File: src/rtl/id_ex_reg_if.sv
// ID/EX pipeline register bus: decode-side inputs, hazard controls,
// write-back refresh port and the registered execute-side outputs.
interface id_ex_reg_if #(
  parameter int DATA_W = 32,
  parameter int REG_AW = 5
);
  logic              stall;
  logic              flush;
  logic              id_valid;
  logic [DATA_W-1:0] id_pc4;
  logic [DATA_W-1:0] id_rd1;
  logic [DATA_W-1:0] id_rd2;
  logic [DATA_W-1:0] id_imm;
  logic [REG_AW-1:0] id_rs;
  logic [REG_AW-1:0] id_rt;
  logic [REG_AW-1:0] id_rd;
  logic [5:0]        id_func;
  logic [5:0]        id_ctrl;
  logic              wb_regWrite;
  logic [REG_AW-1:0] wb_wa;
  logic [DATA_W-1:0] wb_data;
  logic              ex_valid;
  logic [DATA_W-1:0] ex_pc4;
  logic [DATA_W-1:0] ex_rd1;
  logic [DATA_W-1:0] ex_rd2;
  logic [DATA_W-1:0] ex_imm;
  logic [REG_AW-1:0] ex_rs;
  logic [REG_AW-1:0] ex_rt;
  logic [REG_AW-1:0] ex_rd;
  logic [5:0]        ex_func;
  logic [5:0]        ex_ctrl;

  modport master (
    output stall, flush, id_valid, id_pc4, id_rd1, id_rd2, id_imm,
           id_rs, id_rt, id_rd, id_func, id_ctrl, wb_regWrite, wb_wa, wb_data,
    input  ex_valid, ex_pc4, ex_rd1, ex_rd2, ex_imm, ex_rs, ex_rt, ex_rd,
           ex_func, ex_ctrl
  );

  modport slave (
    input  stall, flush, id_valid, id_pc4, id_rd1, id_rd2, id_imm,
           id_rs, id_rt, id_rd, id_func, id_ctrl, wb_regWrite, wb_wa, wb_data,
    output ex_valid, ex_pc4, ex_rd1, ex_rd2, ex_imm, ex_rs, ex_rt, ex_rd,
           ex_func, ex_ctrl
  );
endinterface

File: src/rtl/id_ex_reg.sv
// ID/EX pipeline register with stall hold, flush bubble and write-back operand refresh.
// Optional IDEX_STATS_EN adds stall_cnt / bubble_cnt event counters.
module id_ex_reg #(
  parameter int DATA_W = 32,
  parameter int REG_AW = 5
) (
  input  logic        clk,
  input  logic        rst,
  id_ex_reg_if.slave  bus
`ifdef IDEX_STATS_EN
  ,
  output logic [31:0] stall_cnt,
  output logic [31:0] bubble_cnt
`endif
);

  logic              valid_q, valid_d;
  logic [DATA_W-1:0] pc4_q, pc4_d;
  logic [DATA_W-1:0] rd1_q, rd1_d;
  logic [DATA_W-1:0] rd2_q, rd2_d;
  logic [DATA_W-1:0] imm_q, imm_d;
  logic [REG_AW-1:0] rs_q, rs_d;
  logic [REG_AW-1:0] rt_q, rt_d;
  logic [REG_AW-1:0] rd_q, rd_d;
  logic [5:0]        func_q, func_d;
  logic [5:0]        ctrl_q, ctrl_d;
  logic              bubble_s;
  logic              hold_s;

  // Register 0 is hard-wired, so a write-back to it never refreshes an operand.
  function automatic logic wb_hit(input logic we, input logic [REG_AW-1:0] wa,
                                  input logic [REG_AW-1:0] src);
    return we && (wa != {REG_AW{1'b0}}) && (wa == src);
  endfunction

  assign bubble_s = bus.flush || (!bus.stall && !bus.id_valid);
  assign hold_s   = !bus.flush && bus.stall;

  always_comb begin
    valid_d = valid_q;
    pc4_d   = pc4_q;
    rd1_d   = rd1_q;
    rd2_d   = rd2_q;
    imm_d   = imm_q;
    rs_d    = rs_q;
    rt_d    = rt_q;
    rd_d    = rd_q;
    func_d  = func_q;
    ctrl_d  = ctrl_q;
    if (bubble_s) begin
      valid_d = 1'b0;
      pc4_d   = {DATA_W{1'b0}};
      rd1_d   = {DATA_W{1'b0}};
      rd2_d   = {DATA_W{1'b0}};
      imm_d   = {DATA_W{1'b0}};
      rs_d    = {REG_AW{1'b0}};
      rt_d    = {REG_AW{1'b0}};
      rd_d    = {REG_AW{1'b0}};
      func_d  = 6'b000000;
      ctrl_d  = 6'b000000;
    end else if (hold_s) begin
      // Held operands keep tracking write-back so they are current when the stall lifts.
      if (valid_q && wb_hit(bus.wb_regWrite, bus.wb_wa, rs_q)) begin
        rd1_d = bus.wb_data;
      end else begin
        rd1_d = rd1_q;
      end
      if (valid_q && wb_hit(bus.wb_regWrite, bus.wb_wa, rt_q)) begin
        rd2_d = bus.wb_data;
      end else begin
        rd2_d = rd2_q;
      end
    end else begin
      valid_d = 1'b1;
      pc4_d   = bus.id_pc4;
      imm_d   = bus.id_imm;
      rs_d    = bus.id_rs;
      rt_d    = bus.id_rt;
      rd_d    = bus.id_rd;
      func_d  = bus.id_func;
      ctrl_d  = bus.id_ctrl;
      rd1_d   = wb_hit(bus.wb_regWrite, bus.wb_wa, bus.id_rs) ? bus.wb_data : bus.id_rd1;
      rd2_d   = wb_hit(bus.wb_regWrite, bus.wb_wa, bus.id_rt) ? bus.wb_data : bus.id_rd2;
    end
  end

  always_ff @(posedge clk) begin
    if (rst) begin
      valid_q <= 1'b0;
      pc4_q   <= {DATA_W{1'b0}};
      rd1_q   <= {DATA_W{1'b0}};
      rd2_q   <= {DATA_W{1'b0}};
      imm_q   <= {DATA_W{1'b0}};
      rs_q    <= {REG_AW{1'b0}};
      rt_q    <= {REG_AW{1'b0}};
      rd_q    <= {REG_AW{1'b0}};
      func_q  <= 6'b000000;
      ctrl_q  <= 6'b000000;
    end else begin
      valid_q <= valid_d;
      pc4_q   <= pc4_d;
      rd1_q   <= rd1_d;
      rd2_q   <= rd2_d;
      imm_q   <= imm_d;
      rs_q    <= rs_d;
      rt_q    <= rt_d;
      rd_q    <= rd_d;
      func_q  <= func_d;
      ctrl_q  <= ctrl_d;
    end
  end

  assign bus.ex_valid = valid_q;
  assign bus.ex_pc4   = pc4_q;
  assign bus.ex_rd1   = rd1_q;
  assign bus.ex_rd2   = rd2_q;
  assign bus.ex_imm   = imm_q;
  assign bus.ex_rs    = rs_q;
  assign bus.ex_rt    = rt_q;
  assign bus.ex_rd    = rd_q;
  assign bus.ex_func  = func_q;
  assign bus.ex_ctrl  = ctrl_q;

`ifdef IDEX_STATS_EN
  logic [31:0] stall_cnt_q, stall_cnt_d;
  logic [31:0] bubble_cnt_q, bubble_cnt_d;

  always_comb begin
    stall_cnt_d  = hold_s   ? stall_cnt_q + 32'd1  : stall_cnt_q;
    bubble_cnt_d = bubble_s ? bubble_cnt_q + 32'd1 : bubble_cnt_q;
  end

  always_ff @(posedge clk) begin
    if (rst) begin
      stall_cnt_q  <= 32'd0;
      bubble_cnt_q <= 32'd0;
    end else begin
      stall_cnt_q  <= stall_cnt_d;
      bubble_cnt_q <= bubble_cnt_d;
    end
  end

  assign stall_cnt  = stall_cnt_q;
  assign bubble_cnt = bubble_cnt_q;
`endif

endmodule

File: src/flat_wrapper.sv
// flat-port wrapper written by rule: the top's interface ports become plain ports
module id_ex_reg_flat 
#(
  parameter int DATA_W = 32,
  parameter int REG_AW = 5
)
  (clk, rst, bus_stall, bus_flush, bus_id_valid, bus_id_pc4, bus_id_rd1, bus_id_rd2, bus_id_imm, bus_id_rs, bus_id_rt, bus_id_rd, bus_id_func, bus_id_ctrl, bus_wb_regWrite, bus_wb_wa, bus_wb_data, bus_ex_valid, bus_ex_pc4, bus_ex_rd1, bus_ex_rd2, bus_ex_imm, bus_ex_rs, bus_ex_rt, bus_ex_rd, bus_ex_func, bus_ex_ctrl);
  id_ex_reg_if #(.DATA_W(DATA_W), .REG_AW(REG_AW)) bus_i ();
  input  logic clk;
  input  logic rst;
  input wire logic [$bits(bus_i.stall)-1:0] bus_stall;
  input wire logic [$bits(bus_i.flush)-1:0] bus_flush;
  input wire logic [$bits(bus_i.id_valid)-1:0] bus_id_valid;
  input wire logic [$bits(bus_i.id_pc4)-1:0] bus_id_pc4;
  input wire logic [$bits(bus_i.id_rd1)-1:0] bus_id_rd1;
  input wire logic [$bits(bus_i.id_rd2)-1:0] bus_id_rd2;
  input wire logic [$bits(bus_i.id_imm)-1:0] bus_id_imm;
  input wire logic [$bits(bus_i.id_rs)-1:0] bus_id_rs;
  input wire logic [$bits(bus_i.id_rt)-1:0] bus_id_rt;
  input wire logic [$bits(bus_i.id_rd)-1:0] bus_id_rd;
  input wire logic [$bits(bus_i.id_func)-1:0] bus_id_func;
  input wire logic [$bits(bus_i.id_ctrl)-1:0] bus_id_ctrl;
  input wire logic [$bits(bus_i.wb_regWrite)-1:0] bus_wb_regWrite;
  input wire logic [$bits(bus_i.wb_wa)-1:0] bus_wb_wa;
  input wire logic [$bits(bus_i.wb_data)-1:0] bus_wb_data;
  output wire logic [$bits(bus_i.ex_valid)-1:0] bus_ex_valid;
  output wire logic [$bits(bus_i.ex_pc4)-1:0] bus_ex_pc4;
  output wire logic [$bits(bus_i.ex_rd1)-1:0] bus_ex_rd1;
  output wire logic [$bits(bus_i.ex_rd2)-1:0] bus_ex_rd2;
  output wire logic [$bits(bus_i.ex_imm)-1:0] bus_ex_imm;
  output wire logic [$bits(bus_i.ex_rs)-1:0] bus_ex_rs;
  output wire logic [$bits(bus_i.ex_rt)-1:0] bus_ex_rt;
  output wire logic [$bits(bus_i.ex_rd)-1:0] bus_ex_rd;
  output wire logic [$bits(bus_i.ex_func)-1:0] bus_ex_func;
  output wire logic [$bits(bus_i.ex_ctrl)-1:0] bus_ex_ctrl;
  assign bus_i.stall = bus_stall;
  assign bus_i.flush = bus_flush;
  assign bus_i.id_valid = bus_id_valid;
  assign bus_i.id_pc4 = bus_id_pc4;
  assign bus_i.id_rd1 = bus_id_rd1;
  assign bus_i.id_rd2 = bus_id_rd2;
  assign bus_i.id_imm = bus_id_imm;
  assign bus_i.id_rs = bus_id_rs;
  assign bus_i.id_rt = bus_id_rt;
  assign bus_i.id_rd = bus_id_rd;
  assign bus_i.id_func = bus_id_func;
  assign bus_i.id_ctrl = bus_id_ctrl;
  assign bus_i.wb_regWrite = bus_wb_regWrite;
  assign bus_i.wb_wa = bus_wb_wa;
  assign bus_i.wb_data = bus_wb_data;
  assign bus_ex_valid = bus_i.ex_valid;
  assign bus_ex_pc4 = bus_i.ex_pc4;
  assign bus_ex_rd1 = bus_i.ex_rd1;
  assign bus_ex_rd2 = bus_i.ex_rd2;
  assign bus_ex_imm = bus_i.ex_imm;
  assign bus_ex_rs = bus_i.ex_rs;
  assign bus_ex_rt = bus_i.ex_rt;
  assign bus_ex_rd = bus_i.ex_rd;
  assign bus_ex_func = bus_i.ex_func;
  assign bus_ex_ctrl = bus_i.ex_ctrl;
  id_ex_reg #(.DATA_W(DATA_W), .REG_AW(REG_AW)) u_core (.clk(clk), .rst(rst), .bus(bus_i));
endmodule
File: config.mk
export PLATFORM = sky130hd
export DESIGN_NAME = id_ex_reg_flat
export DESIGN_NICKNAME = d
export VERILOG_FILES = /design/src/rtl/id_ex_reg_if.sv /design/src/rtl/id_ex_reg.sv /design/src/flat_wrapper.sv
export SDC_FILE = /design/constraint.sdc
export NUM_CORES = 1
export LEC_CHECK = 0
export ABC_AREA = 1
export CAP_MARGIN = 0
export CORE_AREA = 2 2 136 138
export DETAILED_ROUTE_END_ITERATION = 12
export DIE_AREA = 0 0 138 140
export PLACE_DENSITY = 0.79
export SYNTH_ARGS = -nofsm -noshare
export SYNTH_HDL_FRONTEND = slang
export SYNTH_SLANG_ARGS = --single-unit
File: constraint.sdc
create_clock -name clk -period 2.8 [get_ports clk]
set_input_delay 0.42 -clock clk [delete_from_list [all_inputs] [get_ports clk]]
set_output_delay 0.42 -clock clk [all_outputs]
set_load 0.02 [all_outputs]
==> results.sh <==
export IMPL_powerDensity_nw_per_um2=515
export IMPL_setup_tns_final_ns=0
export IMPL_cp_max_fo=37
export IMPL_use_met2_pct=42.2
export IMPL_clock_sinks=156
export IMPL_tightest_slew_ns=0.880
export IMPL_fp_dieH_um=140
export IMPL_p_switching_mw=1.64
export IMPL_setup_viol=0
export IMPL_syn_num_nets=1270
export IMPL_start_kind="input port"
export IMPL_dr_pass1_iters=5
export IMPL_overflow=0
export IMPL_cts_buffer_depth=2
export IMPL_drive_gt1_share_pct=5.24
export IMPL_leakagePower_nw=4.87
export IMPL_grt_pass1_vias=7531
export IMPL_track_usage_pct=25.8
export IMPL_row_count=49
export IMPL_finalWeightedCongestion=0.859
export IMPL_antenna_found_initial=1
export IMPL_synth_seq_cells=156
export IMPL_ios=354
export IMPL_drt_wl_total_um=25900
export IMPL_grt_max_degree=85
export IMPL_final_cell_mix="clkdlybuf4s50_1, nand2_1, dfxtp_1"
export IMPL_insertion_delay_ns=0.42
export IMPL_clkTransAtPathRegs_ns=0.07
export IMPL_cap_violations=0
export IMPL_clockPowerShare_pct=41.9
export IMPL_postCtsHoldBufs=0
export IMPL_io_buffers=353
export IMPL_worst_clock_skew_ns=0.0120
export IMPL_cts_repair_resized=0
export IMPL_rsz0062_at_grt="false"
export IMPL_grt_use_met1_pct=30.6
export IMPL_yosysUniqueCellTypes=24
export IMPL_routed_via_count=8009
export IMPL_cts_root_buf="clkbuf_16"
export IMPL_cts_buffers=17
export IMPL_max_freq_mhz=521
export IMPL_avgSynthCellArea_um2=6.90
export IMPL_preCtsSetupSlack_ns=0.431
export IMPL_ir_worst_vdd_mv=0.404
export IMPL_final_common_cell="clkdlybuf4s50_1"
export IMPL_holdWs_ns=0.465
export IMPL_ff_latch_area_um2=3120
export IMPL_htree_levels=4
export IMPL_viasPerCell=4.93
export IMPL_synthesis_area_um2=7390
export IMPL_p_sw_share_pct=27.5
export IMPL_seq_area_frac_synth_pct=42.2
export IMPL_hp_class="register to register"
export IMPL_worstSetupEndpointType="register"
export IMPL_die_area_um2=19300
export IMPL_layout_nets=1578
export IMPL_hpwl_um=18300
export IMPL_setup_ws_ns=0.879
export IMPL_grt_busiest_layer="met2"
export IMPL_start_util_pct=41.6
export IMPL_crit_required_ns=3.15
export IMPL_syn_inst=1072
export IMPL_yosys_warnings=0
export IMPL_status="finished clean"
export IMPL_intPower_mw=4.33
export IMPL_use_met3_pct=10.1
export IMPL_routedWlPerCell_um=15.9
export IMPL_fill_cells=1583
export IMPL_fin_crit_ns=1.92
export IMPL_fin_util_pct=65.2
export IMPL_cts_tree="done"
export IMPL_drt_iter0_drc=313
export IMPL_relSlewSlack_pct=41.4
export IMPL_seqPwrFrac_pct=39.4
export IMPL_combPwrFrac_pct=18.6
export IMPL_post_route_period_util_pct=68.6
export IMPL_postRouteAntennaNets=0
export IMPL_drv_slew=0
export IMPL_multi_input_area_um2=3600
export IMPL_cts_setup_buffers=0
export IMPL_arrival_ns=2.27
export IMPL_drt_drc_violations_left=0
export IMPL_p_total_mw=5.97
export IMPL_core_region_area_um2=17800
export IMPL_grt_pass1_wl_um=40000
export IMPL_fp_dieW_um=138
export IMPL_syn2layout_area_growth_pct=56.7
export IMPL_timing_final_hold_violations=0
export IMPL_path_class="input port to register"
==> sequential cells by signal (all words and copies together) (netlist names) <==
signal and cells:
u_core.bus.ex_ctrl 6, u_core.bus.ex_func 6, u_core.bus.ex_imm 32, u_core.bus.ex_pc4 32, u_core.bus.ex_rd 5, u_core.bus.ex_rd1 32, u_core.bus.ex_rd2 32, u_core.bus.ex_rs 5
u_core.bus.ex_rt 5, u_core.bus.ex_valid 1
==> power groups by stage <==
stage | sequential [mW] | combinational, mW | clock [mW]
after floorplan | 2.51 | 0.445 | 0
after CTS | 2.35 | 1.12 | 2.55
after global routing | 2.36 | 1.21 | 2.66
after global placement | 2.40 | 1.11 | 0
final | 2.35 | 1.11 | 2.50
after detailed placement | 2.40 | 1.11 | 0
==> worst max-delay path, cell delays in order <==
cell	delay, ns
clkdlybuf4s50_1	0.63
xnor2_1	0.15
nand2_1	0.06
nor2_1	0.19
nand2_4	0.22
buf_12	0.24
a21oi_1	0.19
nor2_1	0.07
nor2_1	0.08
==> worst paths after layout <==
| check | depth (start not counted) | from | end | slack, ns |
|---|---|---|---|---|
| worst max register to register | 11 | u_core.bus.ex_rs[3] | u_core.bus.ex_rd1[30] | 1.18 |
| worst min register to register | 2 | u_core.bus.ex_imm[21] | u_core.bus.ex_imm[21] | 0.46 |
| worst min-delay path | 2 | u_core.bus.ex_imm[21] | u_core.bus.ex_imm[21] | 0.46 |
| worst max-delay path | 9 | bus_wb_wa[0] | u_core.bus.ex_rd1[0] | 0.88 |
==> metal layers <==
layer / routed length (µm) / vias to the layer above
li1: - / 4029
met1: 10200 / 3603
met2: 12200 / 334
met3: 2640 / 43
met4: 764 / 0
met5: 0 / -
==> per-stage QoR <==
step / instance area, µm² / instances
floorplan: 7390 / 1072
global placement: 11000 / 1590
detailed placement: 11000 / 1590
CTS: 11600 / 1622
global route: 11600 / 1623
finish: 11600 / 1624
==> synth_stat cells (all sizes together) <==
cell type  count  area (µm²)
nand2        329        1280
nand3         67         340
xnor2          7        61.3
nand3b        64         480
nor2         142         556
nor3           2        26.3
a21oi        155         776
o21ai         11        55.1
buf           57         378
xor2           2        17.5
dfxtp        156        3120
o211ai         1        7.51
inv           51         191
clkbuf        28         105
==> cells by family after synthesis <==
group / share of synthesized area, %
AO/OA/AOI/OAI: 11.3
XOR/XNOR: 1.07
buffers and inverters: 9.12
flip-flops: 42.2
AND/OR/NAND/NOR: 36.2
==> area by class of cell <==
type / instances / share of cell area [%]
Inverter: 51 / 1.70
Multi-Input combinational cell: 780 / 31.0
Clock inverter: 14 / 1.68
Timing Repair Buffer: 374 / 32.4
Antenna cell: 2 / 0.0432
Sequential cell: 156 / 27.0
Tap cell: 229 / 2.47
Clock buffer: 18 / 3.70
Note: power is estimated with default switching activity, not from simulation.
==> edit (config.mk and constraints unchanged) <==
`DATA_W` is set to 32 in 3 places; all go to 28.
--- a/src/rtl/id_ex_reg_if.sv
+++ b/src/rtl/id_ex_reg_if.sv
@@ -1,7 +1,7 @@
 // ID/EX pipeline register bus: decode-side inputs, hazard controls,
 // write-back refresh port and the registered execute-side outputs.
 interface id_ex_reg_if #(
-  parameter int DATA_W = 32,
+  parameter int DATA_W = 28,
   parameter int REG_AW = 5
 );
   logic              stall;
--- a/src/rtl/id_ex_reg.sv
+++ b/src/rtl/id_ex_reg.sv
@@ -1,7 +1,7 @@
 // ID/EX pipeline register with stall hold, flush bubble and write-back operand refresh.
 // Optional IDEX_STATS_EN adds stall_cnt / bubble_cnt event counters.
 module id_ex_reg #(
-  parameter int DATA_W = 32,
+  parameter int DATA_W = 28,
   parameter int REG_AW = 5
 ) (
   input  logic        clk,
--- a/src/flat_wrapper.sv
+++ b/src/flat_wrapper.sv
@@ -1,7 +1,7 @@
 // flat-port wrapper written by rule: the top's interface ports become plain ports
 module id_ex_reg_flat 
 #(
-  parameter int DATA_W = 32,
+  parameter int DATA_W = 28,
   parameter int REG_AW = 5
 )
   (clk, rst, bus_stall, bus_flush, bus_id_valid, bus_id_pc4, bus_id_rd1, bus_id_rd2, bus_id_imm, bus_id_rs, bus_id_rt, bus_id_rd, bus_id_func, bus_id_ctrl, bus_wb_regWrite, bus_wb_wa, bus_wb_data, bus_ex_valid, bus_ex_pc4, bus_ex_rd1, bus_ex_rd2, bus_ex_imm, bus_ex_rs, bus_ex_rt, bus_ex_rd, bus_ex_func, bus_ex_ctrl);
Interface: changed (9 resized); port bits go from 354 to 318. The function was not compared with the original's and may differ.
==> edit against the unedited design <==
  * Power decreased by 9.0%
  * Die area unchanged
  * Global-route usage decreased by 2.5 points
  * Hold slack improved by 0.51 ps
  * Worst setup slack worse by 4.4 ps
  * Sequential power down 10%
  * Routed wire length down 9.4%
  * Maximum frequency is 0.23% lower
  * Utilization down 6.4 points
  * Final area shrank 9.8%
  * Area after synthesis decreased by 9.5%
  * Sequential share of layout area shrank 0.15 points
  * Sequential cell count decreased by 16
  * Count of clock-buffer cells in the layout did not move
  * Highest routed layer unchanged
==> edit: results <==
group,metric,value,unit
global_routing,first_global_vias,6926,
placed_design,port_buffers,317,
layout,multi_input_comb_area,3220,sq um
placed_design,detailed_place_hpwl,16.2,mm
timing,worst_slew_pin_slew,796,ps
layout,layout.nets,1420,
logic_synthesis,synth_cell_type_count,27,
power_and_ir_drop,cellLeakagePower,4.32,nW
worst_hold_path,hold-path-cell-count,2,
logic_synthesis,yosysSeqAreaShare,41.9,%
clocking,cts-buffers-inserted,17,
worst_setup_path,crit_family,"simple AND/OR/NAND/NOR gates",
logic_synthesis,synth_nets,1144,
clocking,cts_htree_levels,4,
timing,fin_skew,8.48,ps
power_and_ir_drop,vdd.ir_drop.worst,0.452,mV
routing,initialDrtViolationCount,352,
layout,layout.filler_cells,1622,
global_routing,antenna_violations_before_repair,0,
routing,via_per_inst,4.89,
logic_synthesis,synth-async-reset-ratio,0,%
worst_setup_path,cell_count_of_the_worst_reg_to_reg_path,12,
logic_synthesis,yosysWarningCount,0,
placed_design,pre_cts_ws,427,ps
clocking,cts.clk_slew.worst_paths,70,ps
clocking,cts.path.max_buffers,2,
power_and_ir_drop,total_switching_power,0.00151,W
layout,num_antenna_cells,0,
global_routing,grt_max_degree,92,
layout,drive_gt1_share,5.74,%
worst_setup_path,critical_path.max_stage_delay,630,ps
placed_design,post_dp_cell_area,9870,sq um
worst_setup_path,worst_path_max_delay_cell,"sky130_fd_sc_hd__clkdlybuf4s50_1",
placed_design,place_inst,1452,
routing,wirelength,23.4,mm
routing,dr.pass1.iters,6,
placed_design,globalplace.congestion,0.879,
clocking,clk-insertion-delay-late,420,ps
outcome,status,"finished, final reports clean",
worst_setup_path,arrival,2240,ps
global_routing,total_routing_usage_reported_by_global_routing,23.3,%
logic_synthesis,post_synth_main_area_contributors,"sky130_fd_sc_hd__dfxtp_1 42%, sky130_fd_sc_hd__nand2_1 16%, sky130_fd_sc_hd__a21oi_1 11%",
timing,totalNegativeSetupSlack,0,ps
worst_setup_path,crit_path_max_fanout,14,
global_routing,grt_pass1_wl,36.2,mm
logic_synthesis,synthTopCellsByCount,"288 x sky130_fd_sc_hd__nand2_1, 141 x sky130_fd_sc_hd__a21oi_1, 140 x sky130_fd_sc_hd__dfxtp_1, 120 x sky130_fd_sc_hd__nor2_1, 56 x sky130_fd_sc_hd__nand3_1",
routing,dr_total_vias,7264,
logic_synthesis,post_synth_inst_count,966,
-- edit: worst paths after layout --
path                                                        start                                end  slack [ps]
worst min register to register  u_core.bus.ex_imm[2]$_SDFFE_PP0N_  u_core.bus.ex_imm[2]$_SDFFE_PP0N_         470
worst max register to register   u_core.bus.ex_rs[1]$_SDFFE_PP0N_  u_core.bus.ex_rd1[8]$_SDFFE_PP0P_        1130
worst max-delay path                                 bus_wb_wa[4]  u_core.bus.ex_rd1[8]$_SDFFE_PP0P_         870
worst min-delay path            u_core.bus.ex_imm[2]$_SDFFE_PP0N_  u_core.bus.ex_imm[2]$_SDFFE_PP0N_         470
-- edit: area by class of cell --
cell class                      instances  share of cell area, %
Clock inverter                         14                   1.53
Inverter                               50                   1.84
Multi-Input combinational cell        699                   30.8
Clock buffer                           18                   4.10
Timing Repair Buffer                  334                   32.2
Tap cell                              229                   2.74
Sequential cell                       140                   26.8
-- edit: cells by family (layout without fill, tap and decap cells) --
kind of cell,after synthesis,count (layout),share of synthesized area (%)
simple gates,538,538,35.5
flops,140,140,41.9
xor+xnor,9,9,1.18
compound gates,152,152,11.4
buf+inv,127,416,10.1
-- edit: per-layer routing --
layer  GRT usage, %  wire, microns  vias to the layer above
li1               -              -                     3620
met1           28.0           9600                     3277
met2           38.5          11000                      331
met3           9.03           2330                       36
met4           7.14            457                        0
met5              0              0                        -
-- edit: power by group through the flow --
stage / registers, W / logic, W / clock network [W]
after detailed placement: 0.00216 / 0.00101 / 0
after global routing: 0.00212 / 0.00109 / 0.00243
after floorplan: 0.00225 / 0.000400 / 0
after CTS: 0.00211 / 0.00102 / 0.00235
after global placement: 0.00215 / 0.00100 / 0
final: 0.00211 / 0.00101 / 0.00231
-- edit: worst register-to-register path, cell delays in order (launching register included) --
cell	delay, ps
sky130_fd_sc_hd__dfxtp_1	360
sky130_fd_sc_hd__inv_1	70
sky130_fd_sc_hd__nand2_1	60
sky130_fd_sc_hd__nand2_1	50
sky130_fd_sc_hd__inv_1	50
sky130_fd_sc_hd__nand2_1	50
sky130_fd_sc_hd__nor2_2	90
sky130_fd_sc_hd__nand3_2	80
sky130_fd_sc_hd__nand2_2	290
sky130_fd_sc_hd__buf_4	270
sky130_fd_sc_hd__nand2_1	70
sky130_fd_sc_hd__nor2_1	90
sky130_fd_sc_hd__nor2_1	40
